--- src/rtl/ps2_pkg.sv ---
// Shared definitions for the PS/2 scan-code receiver: FSM encoding,
// well-known scan-code constants and the odd-parity helper.
package ps2_pkg;

    // Frame receiver states
    typedef enum logic [1:0] {
        ST_IDLE   = 2'd0,
        ST_DATA   = 2'd1,
        ST_PARITY = 2'd2,
        ST_STOP   = 2'd3
    } ps2_state_t;

    // Prefix bytes handled downstream by the key-decode stage
    localparam logic [7:0] SCAN_BREAK = 8'hF0;
    localparam logic [7:0] SCAN_EXT   = 8'hE0;

    // Key codes of interest to the consumer
    localparam logic [7:0] KEY_R = 8'h2D;
    localparam logic [7:0] KEY_W = 8'h1D;
    localparam logic [7:0] KEY_S = 8'h1B;

    // PS/2 uses odd parity: data plus parity bit holds an odd number of ones
    function automatic logic odd_parity_ok(input logic [7:0] data, input logic par);
        return ^{data, par};
    endfunction

endpackage

--- src/rtl/ps2_byte_fifo.sv ---
// Scan-code buffer. Pointers carry one extra wrap bit so full/empty fall
// out of an MSB compare. scan_ready is registered and dropped for one
// cycle after every pop so the consumer's oneshot always sees a new edge.
module ps2_byte_fifo
    import ps2_pkg::*;
#(
    parameter int DEPTH = 4
) (
    input  logic       clock,
    input  logic       resetn,
    input  logic       push,
    input  logic [7:0] push_data,
    input  logic       pop_req,
    output logic       scan_ready,
    output logic [7:0] scan_code,
    output logic       overflow
);

    localparam int AW = $clog2(DEPTH);

    logic [DEPTH-1:0][7:0] mem;
    logic [AW:0]           wr_ptr, rd_ptr;
    logic [AW:0]           wr_nxt, rd_nxt;
    logic                  full, empty_nxt, pop, do_push;

    // Pointer arithmetic and accept/drop decisions
    always_comb begin
        full      = (wr_ptr[AW] != rd_ptr[AW]) && (wr_ptr[AW-1:0] == rd_ptr[AW-1:0]);
        pop       = pop_req & scan_ready;
        // a same-cycle pop frees the slot the push needs
        do_push   = push & (~full | pop);
        wr_nxt    = wr_ptr + (AW+1)'(do_push);
        rd_nxt    = rd_ptr + (AW+1)'(pop);
        empty_nxt = (wr_nxt == rd_nxt);
    end

    assign scan_code = mem[rd_ptr[AW-1:0]];

    // Storage, pointers, ready-gap and overflow pulse
    always_ff @(posedge clock or negedge resetn) begin
        if (!resetn) begin
            mem        <= '0;
            wr_ptr     <= '0;
            rd_ptr     <= '0;
            scan_ready <= 1'b0;
            overflow   <= 1'b0;
        end else begin
            if (do_push)
                mem[wr_ptr[AW-1:0]] <= push_data;
            wr_ptr     <= wr_nxt;
            rd_ptr     <= rd_nxt;
            scan_ready <= pop ? 1'b0 : ~empty_nxt;
            overflow   <= push & full & ~pop;
        end
    end

endmodule

--- src/rtl/ps2_scan_receiver.sv ---
// PS/2 keyboard frame receiver: synchronises PS2_CLK/PS2_DAT, deserialises
// 11-bit frames into scan codes and buffers them in ps2_byte_fifo.
// Optional odd-parity checking is enabled by defining PS2_PARITY_CHECK_EN.
module ps2_scan_receiver
    import ps2_pkg::*;
#(
    parameter int FIFO_DEPTH  = 4,
    parameter int TIMEOUT_CYC = 50000
) (
    input  logic       clock,
    input  logic       resetn,
    input  logic       ps2_clk,
    input  logic       ps2_dat,
    input  logic       read,
    output logic       scan_ready,
    output logic [7:0] scan_code,
    output logic       frame_err,
    output logic       overflow
);

    localparam int             TW       = $clog2(TIMEOUT_CYC + 1);
    localparam logic [TW-1:0]  TMO_LAST = TW'(TIMEOUT_CYC - 1);

    logic [1:0]    clk_sync, dat_sync;
    logic          clk_prev, fall, dat;
    ps2_state_t    state, state_nxt;
    logic [2:0]    bit_cnt, bit_nxt;
    logic [7:0]    shift, shift_nxt;
    logic [TW-1:0] tmo_cnt, tmo_nxt;
    logic          push_q, push_nxt, err_nxt, stop_ok;

    // Two-flop synchronisers; lines idle high so reset to 1
    always_ff @(posedge clock or negedge resetn) begin
        if (!resetn) begin
            clk_sync <= 2'b11;
            dat_sync <= 2'b11;
            clk_prev <= 1'b1;
        end else begin
            clk_sync <= {clk_sync[0], ps2_clk};
            dat_sync <= {dat_sync[0], ps2_dat};
            clk_prev <= clk_sync[1];
        end
    end

    assign fall = clk_prev & ~clk_sync[1];
    assign dat  = dat_sync[1];

`ifdef PS2_PARITY_CHECK_EN
    logic par_q;

    // Parity bit is kept only when it is going to be checked
    always_ff @(posedge clock or negedge resetn) begin
        if (!resetn)
            par_q <= 1'b0;
        else if (fall && state == ST_PARITY)
            par_q <= dat;
    end

    assign stop_ok = dat & odd_parity_ok(shift, par_q);
`else
    assign stop_ok = dat;
`endif

    // Frame FSM state and datapath registers
    always_ff @(posedge clock or negedge resetn) begin
        if (!resetn) begin
            state     <= ST_IDLE;
            bit_cnt   <= '0;
            shift     <= '0;
            tmo_cnt   <= '0;
            push_q    <= 1'b0;
            frame_err <= 1'b0;
        end else begin
            state     <= state_nxt;
            bit_cnt   <= bit_nxt;
            shift     <= shift_nxt;
            tmo_cnt   <= tmo_nxt;
            push_q    <= push_nxt;
            frame_err <= err_nxt;
        end
    end

    // Next-state: advance one bit per falling edge, abort on a stall
    always_comb begin
        state_nxt = state;
        bit_nxt   = bit_cnt;
        shift_nxt = shift;
        tmo_nxt   = '0;
        push_nxt  = 1'b0;
        err_nxt   = 1'b0;

        if (state != ST_IDLE && !fall) begin
            if (tmo_cnt == TMO_LAST) begin
                state_nxt = ST_IDLE;
                err_nxt   = 1'b1;
            end else begin
                tmo_nxt = tmo_cnt + 1'b1;
            end
        end

        if (fall) begin
            unique case (state)
                ST_IDLE: begin
                    // a high start bit is line noise, not an error
                    if (!dat) begin
                        state_nxt = ST_DATA;
                        bit_nxt   = '0;
                    end
                end
                ST_DATA: begin
                    shift_nxt = {dat, shift[7:1]};
                    bit_nxt   = bit_cnt + 1'b1;
                    if (bit_cnt == 3'd7)
                        state_nxt = ST_PARITY;
                end
                ST_PARITY: state_nxt = ST_STOP;
                ST_STOP: begin
                    state_nxt = ST_IDLE;
                    push_nxt  = stop_ok;
                    err_nxt   = ~stop_ok;
                end
                default: state_nxt = ST_IDLE;
            endcase
        end
    end

    // shift is stable for the cycle after the stop edge, so it feeds the push directly
    ps2_byte_fifo #(.DEPTH(FIFO_DEPTH)) u_fifo (
        .clock      (clock),
        .resetn     (resetn),
        .push       (push_q),
        .push_data  (shift),
        .pop_req    (read),
        .scan_ready (scan_ready),
        .scan_code  (scan_code),
        .overflow   (overflow)
    );

endmodule

--- config.mk ---
export PLATFORM = sky130hd
export DESIGN_NAME = ps2_scan_receiver
export DESIGN_NICKNAME = d
export VERILOG_FILES = /design/src/rtl/ps2_pkg.sv /design/src/rtl/ps2_byte_fifo.sv /design/src/rtl/ps2_scan_receiver.sv
export SDC_FILE = /design/constraint.sdc
export NUM_CORES = 1
export LEC_CHECK = 0
export ABC_AREA = 1
export CAP_MARGIN = 10
export CORE_ASPECT_RATIO = 1.5
export CORE_MARGIN = 4
export CORE_UTILIZATION = 60
export CTS_CLUSTER_SIZE = 25
export DETAILED_ROUTE_END_ITERATION = 6
export PLACE_DENSITY = 0.79
export SKIP_CTS_REPAIR_TIMING = 1
export SLEW_MARGIN = 15
export SYNTH_ARGS = -nofsm -noshare
export SYNTH_HDL_FRONTEND = slang
export SYNTH_SLANG_ARGS = --single-unit
--- constraint.sdc ---
create_clock -name clock -period 2.42 [get_ports clock]
set_input_delay 0.484 -clock clock [delete_from_list [all_inputs] [get_ports clock]]
set_output_delay 0.484 -clock clock [all_outputs]
set_load 0.02 [all_outputs]
Word-level counts from Yosys, hierarchy flattened
Cells that the tools add are included.

word-level totals
  output and inout bits = 11
  bits in registers = 76
  memory bits (writable) = 0
  bits in read-only memories = 0
  memories kept = 0
  input port bits = 5
  latch bits = 0

operators by class
  bitwise logic cells = 11
  div/mod/pow operators = 0
  equal/unequal tests = 9
  add/subtract/negate cells = 4
  $lt $le $gt $ge = 3
  multipliers = 0
  shifts and indexed selects = 0
  muxes and demuxes = 22
  reductions and logical operators = 9

operator list
  cell                                                count
  bitwise mux 32 bit                                  1
  two-way mux 16 bit                                  2
  adder 16 x 1 -> 16 bit, second input constant       1
  binary-select mux 8 bit (select 2 bit)              1
  demux 8 bit (select 2 bit)                          1
  == test 16 bit, second input constant               1
  two-way mux 8 bit                                   2
  two-way mux 2 bit                                   5
  one-hot mux 2 bit (4 select lines)                  1
  two-way mux 1 bit                                   7
  adder 3 x 1 -> 3 bit                                2
  < comparator 2 x 3 -> 1 bit, second input constant  2
  one-hot mux 3 bit (2 select lines)                  1
  AND 1 bit                                           5
  NOT 1 bit                                           5
  == test 2 bit, second input constant                2
  nonzero test 2 bit                                  2
  adder 3 x 1 -> 3 bit, second input constant         1
  == test 3 bit                                       1
  == test 3 bit, second input constant                1
  logical AND 1 bit                                   3
  two-way mux 3 bit                                   1
  AND reduction 3 bit                                 1
  == test 2 x 1 -> 1 bit, second input constant       1
  8 further kinds                                     8

Depth between registers and ports, before layout
Gate-level depths: netlist of run 1.

  word-level depth = 9
  depth in mapped cells = 10

Modules after synthesis
Synthesis of run 1 repeated with hierarchy kept, for this count alone.

unflattened totals
  cells, all modules = 428
  area, all modules = 3,698.5 um2

by module, submodules not included
  module             cells each  sequential area each (um2)  times used  area each (um2)
  ps2_byte_fifo      233         1,001.0                     1           1,988.2
  ps2_scan_receiver  195         907.1                       1           1,710.4

Worst setup path after synthesis of run 1
Ideal clock, no wire load.

  path type = register to register
  start = reg u_fifo.rd_ptr[1]
  end = reg u_fifo.scan_ready
  stages on the path, launching flop included = 11
  required time = 2,295 ps
  arrival time = 1,657 ps
  period minus slack after synthesis = 1,782 ps
  library setup time = 125 ps
  buffers on the path = 1
  slack = 638 ps
  path through = dfrtp_1 -> buf_6 -> inv_2 -> nand2_2 -> a21oi_4 -> a21oi_1 -> ha_1 -> ha_1 -> xor2_1 -> nor2_1 -> a21oi_1

between the ends
  word-level cells in the longest chain between the ends = 9

ends and longest elaborated chain
  element                   RTL line             source
  start: declaration        ps2_byte_fifo.sv:22  logic [AW:0] wr_ptr, rd_ptr;
  start signal: assignment  ps2_byte_fifo.sv:51  rd_ptr <= rd_nxt;
  == test 2 bit             ps2_byte_fifo.sv:28  full = (wr_ptr[AW] != rd_ptr[AW]) && (wr_ptr[AW-1:0] == rd_ptr[AW-1:0]);
  logical AND 1 bit         ps2_byte_fifo.sv:28
  NOT 1 bit                 ps2_byte_fifo.sv:31  do_push = push & (~full | pop);
  OR 1 bit                  ps2_byte_fifo.sv:31
  AND 1 bit                 ps2_byte_fifo.sv:31
  adder 3 x 1 -> 3 bit      ps2_byte_fifo.sv:32  wr_nxt = wr_ptr + (AW+1)'(do_push);
  via u_fifo.wr_nxt[1]      ps2_byte_fifo.sv:23  logic [AW:0] wr_nxt, rd_nxt;
  == test 3 bit             ps2_byte_fifo.sv:34  empty_nxt = (wr_nxt == rd_nxt);
  NOT 1 bit                 ps2_byte_fifo.sv:52  scan_ready <= pop ? 1'b0 : ~empty_nxt;
  two-way mux 1 bit         ps2_byte_fifo.sv:52
  end signal: assignment    ps2_byte_fifo.sv:52
  end: declaration          ps2_byte_fifo.sv:14  output logic scan_ready,

The timed path passes the listed nets, and every way through them passes these cells.
A chain may end at the register's enable or synchronous reset.

Worst setup path after layout of run 1
  start = reg u_fifo.rd_ptr[0]
  end = out scan_code[3]

between the ends
  word-level cells in the longest chain between the ends = 2

ends and longest elaborated chain
  element                                  RTL line                 source
  binary-select mux 8 bit (select 2 bit)   ps2_byte_fifo.sv:37      assign scan_code = mem[rd_ptr[AW-1:0]];
  two-way mux 8 bit (implied by the code)  ps2_byte_fifo.sv:37
  end: declaration                         ps2_scan_receiver.sv:16  output logic [7:0] scan_code,

Every way passes these cells. The select of a mux whose other input is x is not followed.

==> flow_summary.json, run 1 <==
{
  "critPathMaxFanout": 18,
  "cts_sinks": 76,
  "die_h_um": 103,
  "power.ir.vdd_worst_v": 0.000523,
  "endpoint_kind": "output pin",
  "design.die.area_um2": 7360,
  "tritoncts": "built",
  "synth_top_area_share_pct": 49.2,
  "place_hpwl_um": 4990,
  "cap_violations": 0,
  "post_layout_power_w": 0.00407,
  "routed-via-count": 2877,
  "setup-violations-final": 0,
  "synth_top_family_by_area": "simple AND/OR/NAND/NOR gates",
  "drt-wirelength-per-cell_um": 14.4,
  "drtPass1Iterations": 5,
  "grt_first_pass_wirelength_um": 12400,
  "fraction_of_final_layout_cells_sized_beyond_drive_strength_1_pct": 9.77,
  "clock.fmax_mhz": 488,
  "ys.warnings.count": 0,
  "cp-start-kind": "flip-flop",
  "start_util_pct": 62.0,
  "fin_setup_tns_ps": 0,
  "synth-edff-count": 0,
  "share_of_the_cycle_needed_by_the_critical_path_after_routing_pct": 84.7,
  "synth_top_cell_by_area": "sky130_fd_sc_hd__dfrtp_1",
  "cts_inserted_buffers": 9,
  "postSynth.asyncResetShare_pct": 100,
  "clock_tree.htree_level_count": 3,
  "synth-adder-area-share_pct": 2.42,
  "synth_simple_gate_area_share_pct": 29.1,
  "via_count_of_the_first_global_routing_pass": 2796,
  "status": "finished clean",
  "synthesis.area_um2": 3610,
  "post_synth_main_area_contributors": "sky130_fd_sc_hd__dfrtp_1 (49%), sky130_fd_sc_hd__nand2_1 (12%), sky130_fd_sc_hd__nor2_1 (6.1%)",
  "gpl.final_weighted_congestion": 0.835,
  "fin_nets": 447,
  "detail_route_antenna_nets": 0,
  "relSlewSlack_pct": 63.3,
  "powerDensity_nw_per_um2": 999,
  "fin_skew_ps": 8.93,
  "commonest_cells_in_the_netlist": "sky130_fd_sc_hd__nand2_1 (117), sky130_fd_sc_hd__dfrtp_1 (71), sky130_fd_sc_hd__nor2_1 (59)",
  "groute.usage.overall_pct": 21.6,
  "grt_max_degree": 43,
  "antenna_cells_inserted": 0,
  "timing.hold.worst.class": "primary input to asynchronous set/reset pin",
  "synth.area.mux_share_pct": 0,
  "remaining_drc_errors": 0,
  "cts.path.max_buffers": 2,
  "timing.rr.start": "u_fifo.rd_ptr[0]",
  "routed_via_density": 5.62,
  "synth-compound-area-share_pct": 6.78,
  "clock_insertion_delay_worst_skew_ps": 350,
  "synthesis.nets": 429,
  "seq_area_frac_synth_pct": 52.8,
  "period_minus_slack_ps": 2050,
  "r2r.worst_path.cells": 9,
  "coreArea_um2": 5830,
  "timing_worst_slew_pin_value_ps": 551,
  "cp-startpoint": "u_fifo.rd_ptr[0]",
  "boundaryPins": 16,
  "yosys.area_share.xor_xnor_pct": 3.39,
  "netlist_instances": 417,
  "rrSetupSlack_ps": 410,
  "die_w_um": 71.4,
  "grt.overflow.total": 0,
  "drt_iter0_markers": 222,
  "areaGrowthSynthToFinish_pct": 12.6,
  "reg2reg_to": "u_fifo.scan_ready",
  "rsz0062_at_grt": "no",
  "clock-root-buffer": "sky130_fd_sc_hd__clkbuf_8",
  "route.final.wire_length_um": 7360,
  "ys_dominant_reg_cell": "sky130_fd_sc_hd__dfrtp_1",
  "postSynthAreaPerCell_um2": 8.67,
  "antenna_found_initial": 0,
  "critPathArrivalTime_ps": 1570,
  "cp_data_required_time_ps": 1940,
  "ys_seq_elements": 76,
  "n_fill_cell": 450,
  "ys_types": 35,
  "crit_type": "flip-flop to output pin",
  "clk_pin_slew_ps": 80,
  "final_hold_viol_count": 0,
  "place.port_buffers": 15,
  "synthMostInstantiatedCell": "sky130_fd_sc_hd__nand2_1",
  "slew_viol_final": 0,
  "rows": 34,
  "leakage_nw": 2.10
}
==> registers in the layout, summed over array words and instances (netlist names), 2 cells and up <==
register       count
bit_cnt            3
clk_sync           2
tmo_cnt           16
dat_sync           2
state              2
shift              8
u_fifo.wr_ptr      3
u_fifo.mem        32
u_fifo.rd_ptr      3
==> worst max-delay path by stage <==
| stage | depth (start not counted) | endpoint |
|---|---|---|
| global placement | 10 | u_fifo.scan_ready |
| CTS | 4 | scan_code[4] |
| floorplan | 10 | u_fifo.scan_ready |
| global route | 4 | scan_code[0] |
| finish | 4 | scan_code[3] |
| detailed placement | 10 | u_fifo.scan_ready |
==> logic make-up (layout without fill, tap and decap cells) <==
logic type               Yosys count  in the layout
AO/OA/AOI/OAI                     43             43
XOR/XNOR                          14             14
adder cells (fa/ha/maj)            7              7
buffers and inverters             41             64
flip-flops                        76             76
AND/OR/NAND/NOR                  236            236
==> final cells by class <==
type	instances	area, µm²	share of cell area, %
sequential	76	1910	46.9
multi-input combinational	300	1510	37.0
timing repair buffer	20	218	5.35
clock buffer	13	169	4.15
inverter	28	109	2.67
tap	72	90.1	2.21
clock inverter	3	67.6	1.66
==> report_power, final <==
part	switching, W	internal (W)
logic	0.000795	0.000476
registers	0.000225	0.00145
clock network	0.000455	0.000666
total	0.00148	0.00259
==> per-layer routing <==
| layer | wire length (µm) | GRT usage, % |
|---|---|---|
| met2 | 3940 | 39.0 |
| met3 | 261 | 2.83 |
| met1 | 2980 | 24.4 |
| met5 | 0 | 0 |
| met4 | 173 | 12.3 |
==> layout by cell type, fill, tap and decap left out, types with 2 or more instances in the layout <==
master,n
sky130_fd_sc_hd__nand2_1,117
sky130_fd_sc_hd__dfrtp_1,70
sky130_fd_sc_hd__nor2_1,59
sky130_fd_sc_hd__nand4_1,34
sky130_fd_sc_hd__o21ai_0,25
sky130_fd_sc_hd__inv_1,24
sky130_fd_sc_hd__xor2_1,12
sky130_fd_sc_hd__clkbuf_8,12
sky130_fd_sc_hd__nand3_1,8
sky130_fd_sc_hd__o22ai_1,8
sky130_fd_sc_hd__dlymetal6s2s_1,8
sky130_fd_sc_hd__ha_1,7
sky130_fd_sc_hd__clkdlybuf4s50_1,6
sky130_fd_sc_hd__nor2_2,5
sky130_fd_sc_hd__a21oi_1,5
sky130_fd_sc_hd__dfstp_2,5
sky130_fd_sc_hd__buf_4,5
sky130_fd_sc_hd__nor3_1,3
sky130_fd_sc_hd__nand3_2,3
sky130_fd_sc_hd__xnor2_1,2
sky130_fd_sc_hd__inv_2,2
sky130_fd_sc_hd__clkinvlp_4,2
sky130_fd_sc_hd__bufinv_16,2
==> critical path, cell delays in order (launching register included) <==
cell and delay, ps:
sky130_fd_sc_hd__dfrtp_1 400, sky130_fd_sc_hd__buf_4 260, sky130_fd_sc_hd__o21ai_0 160, sky130_fd_sc_hd__o22ai_1 160, sky130_fd_sc_hd__dlymetal6s2s_1 240
==> stage by stage <==
| step | hold WS [ps] | worst slack [ps] | std cells | cell area, µm² | util (%) |
|---|---|---|---|---|---|
| final | 120 | 371 | 512 | 4070 | 69.8 |
| after detailed placement | 348 | 174 | 496 | 3810 | 65.3 |
| after floorplan | 188 | 638 | 417 | 3610 | - |
| after global routing | 162 | 266 | 512 | 4070 | 69.8 |
| after global placement | 346 | 243 | 496 | 3810 | 65.3 |
| after CTS | 142 | -46.8 | 512 | 4050 | 69.4 |
Note: power is estimated with default switching activity, not from simulation.
==> run 2, diff against run 1 <==
==> constraint.sdc (replaced) <==
create_clock -name clock -period 1.9 [get_ports clock]
set_input_delay 0.38 -clock clock [delete_from_list [all_inputs] [get_ports clock]]
set_output_delay 0.38 -clock clock [all_outputs]
set_load 0.02 [all_outputs]
==> flow_summary.json, run 2 (synthesis results as in run 1) <==
{
  "gpl.final_weighted_congestion": 0.922,
  "timing.hold.worst.class": "flip-flop to flip-flop",
  "clock_tree.htree_level_count": 3,
  "dp_slack_ps": -173,
  "place.port_buffers": 15,
  "grt_max_degree": 54,
  "combPwrFrac_pct": 35.2,
  "drt_iter0_markers": 250,
  "slew_viol_final": 0,
  "timing_worst_slew_pin_value_ps": 489,
  "drt-wirelength-per-cell_um": 14.2,
  "groute.layer.met2.usage_pct": 40.8,
  "clock.fmax_mhz": 531,
  "areaGrowthSynthToFinish_pct": 15.2,
  "route.final.wire_length_um": 7550,
  "die_h_um": 103,
  "cp_data_required_time_ps": 2130,
  "drtPass1Iterations": 4,
  "groute.usage.overall_pct": 22.7,
  "die_w_um": 71.4,
  "grt_use_met1_pct": 26.8,
  "period_minus_slack_ps": 1880,
  "critPathArrivalTime_ps": 2120,
  "fin_nets": 465,
  "via_count_of_the_first_global_routing_pass": 2951,
  "cap_violations": 0,
  "clk_pin_slew_ps": 80,
  "post-route-cell-area_um2": 4160,
  "fin_cells": 530,
  "layout_common_cells": "sky130_fd_sc_hd__nand2_1 (117), sky130_fd_sc_hd__dfrtp_1 (69), sky130_fd_sc_hd__nor2_1 (59)",
  "timing.rr.start": "u_fifo.rd_ptr[0]",
  "largest-register": "u_fifo.mem",
  "antenna_cells_inserted": 0,
  "grt_first_pass_wirelength_um": 13100,
  "boundaryPins": 16,
  "leakage_nw": 2.08,
  "status": "finished clean",
  "routed-via-count": 2931,
  "fin_ws_ps": 17.1,
  "critPathMaxFanout": 5,
  "leading_cell_type_in_the_layout_fill_and_taps_excluded": "sky130_fd_sc_hd__nand2_1",
  "biggestRegsByFlops": "u_fifo.mem x32, tmo_cnt x16, shift x8",
  "place_inst": 510,
  "fin_skew_ps": 9.50,
  "cp-startpoint": "u_fifo.rd_ptr[0]",
  "rsz0062_at_grt": "yes",
  "place_hpwl_um": 5440,
  "antenna_found_initial": 0,
  "cp-start-kind": "flip-flop",
  "remaining_drc_errors": 0,
  "setup-violations-final": 0,
  "intPower_w": 0.00324,
  "clock-root-buffer": "sky130_fd_sc_hd__clkbuf_8",
  "rows": 34,
  "cts.path.max_buffers": 2,
  "clock_insertion_delay_worst_skew_ps": 340,
  "crit_type": "flip-flop to flip-flop",
  "power.ir.vdd_worst_v": 0.000705,
  "seqPwrFrac_pct": 41.3,
  "design.die.area_um2": 7360,
  "fin_setup_tns_ps": 0,
  "final_hold_viol_count": 0,
  "powerDensity_nw_per_um2": 1250,
  "coreArea_um2": 5830,
  "share_of_the_cycle_needed_by_the_critical_path_after_routing_pct": 99.1,
  "grt.met3_usage_pct": 4.00,
  "r2r.worst_path.cells": 9,
  "routed_via_density": 5.53,
  "flip_flop_count_of_the_largest_register_after_layout": 32,
  "cts_inserted_buffers": 9,
  "endpoint_kind": "flip-flop",
  "rrSetupSlack_ps": 20,
  "setup.worst_path.end": "u_fifo.scan_ready",
  "cts_sinks": 76,
  "start_util_pct": 62.0,
  "placedInstanceArea_um2": 3910,
  "reg2reg_to": "u_fifo.scan_ready",
  "relSlewSlack_pct": 67.2,
  "p_switching_w": 0.00196,
  "gr-max-usage-layer": "met2",
  "detail_route_antenna_nets": 0,
  "p_clk_share_pct": 23.5,
  "tritoncts": "built",
  "grt.overflow.total": 0,
  "power_switching_share_pct": 37.6,
  "fraction_of_final_layout_cells_sized_beyond_drive_strength_1_pct": 16.2
}
-- run 2: critical path: stages, from the launching register on --
cell and delay (ps):
sky130_fd_sc_hd__dfrtp_2 450, sky130_fd_sc_hd__buf_6 140, sky130_fd_sc_hd__xor2_2 150, sky130_fd_sc_hd__nor2_2 170
sky130_fd_sc_hd__a21oi_2 70, sky130_fd_sc_hd__ha_2 190, sky130_fd_sc_hd__ha_4 160, sky130_fd_sc_hd__xor2_2 180
sky130_fd_sc_hd__xnor2_1 170, sky130_fd_sc_hd__a21oi_1 80
-- run 2: metrics by stage --
stage | hold slack [ps] | utilization [%] | total power (W)
6_report | 358 | 71.4 | 0.00519
5_1_grt | 364 | 71.4 | 0.00554
4_1_cts | -75.2 | 70.6 | 0.00520
3_5_place_dp | 297 | 67.2 | 0.00397
3_3_place_gp | 295 | 67.2 | 0.00391
2_1_floorplan | 84.4 | - | 0.00327
-- run 2: per-layer routing --
layer | vias up | share of wire, % | wire, µm
met4 | 0 | 1.3 | 100
li1 | 1449 | - | -
met1 | 1410 | 39 | 2970
met2 | 62 | 56 | 4190
met5 | - | 0 | 0
met3 | 10 | 3.8 | 287
-- run 2: final cells by class --
type | count | area (µm²)
Clock buffer | 10 | 138
Clock inverter | 6 | 61.3
Fill cell | 452 | 1660
Inverter | 28 | 108
Multi-Input combinational cell | 300 | 1540
Sequential cell | 76 | 1910
Tap cell | 72 | 90.1
Timing Repair Buffer | 38 | 315
-- run 2: worst min-delay path by stage --
stage,endpoint,cells past startpoint,from,slack [ps]
after floorplan,bit_cnt[0],0,resetn,80
after global routing,dat_sync[1],0,dat_sync[0],360
after CTS,u_fifo.mem[28],1,resetn,-80
after detailed placement,u_fifo.mem[29],1,resetn,300
final,dat_sync[1],0,dat_sync[0],360
after global placement,u_fifo.mem[28],1,resetn,300
-- run 2: power by group through the flow --
stage / combinational [W] / sequential, W / clock [W]
final: 0.00183 / 0.00215 / 0.00122
after global routing: 0.00204 / 0.00218 / 0.00132
after CTS: 0.00183 / 0.00212 / 0.00125
after detailed placement: 0.00183 / 0.00214 / 0
after global placement: 0.00177 / 0.00213 / 0
after floorplan: 0.00121 / 0.00206 / 0
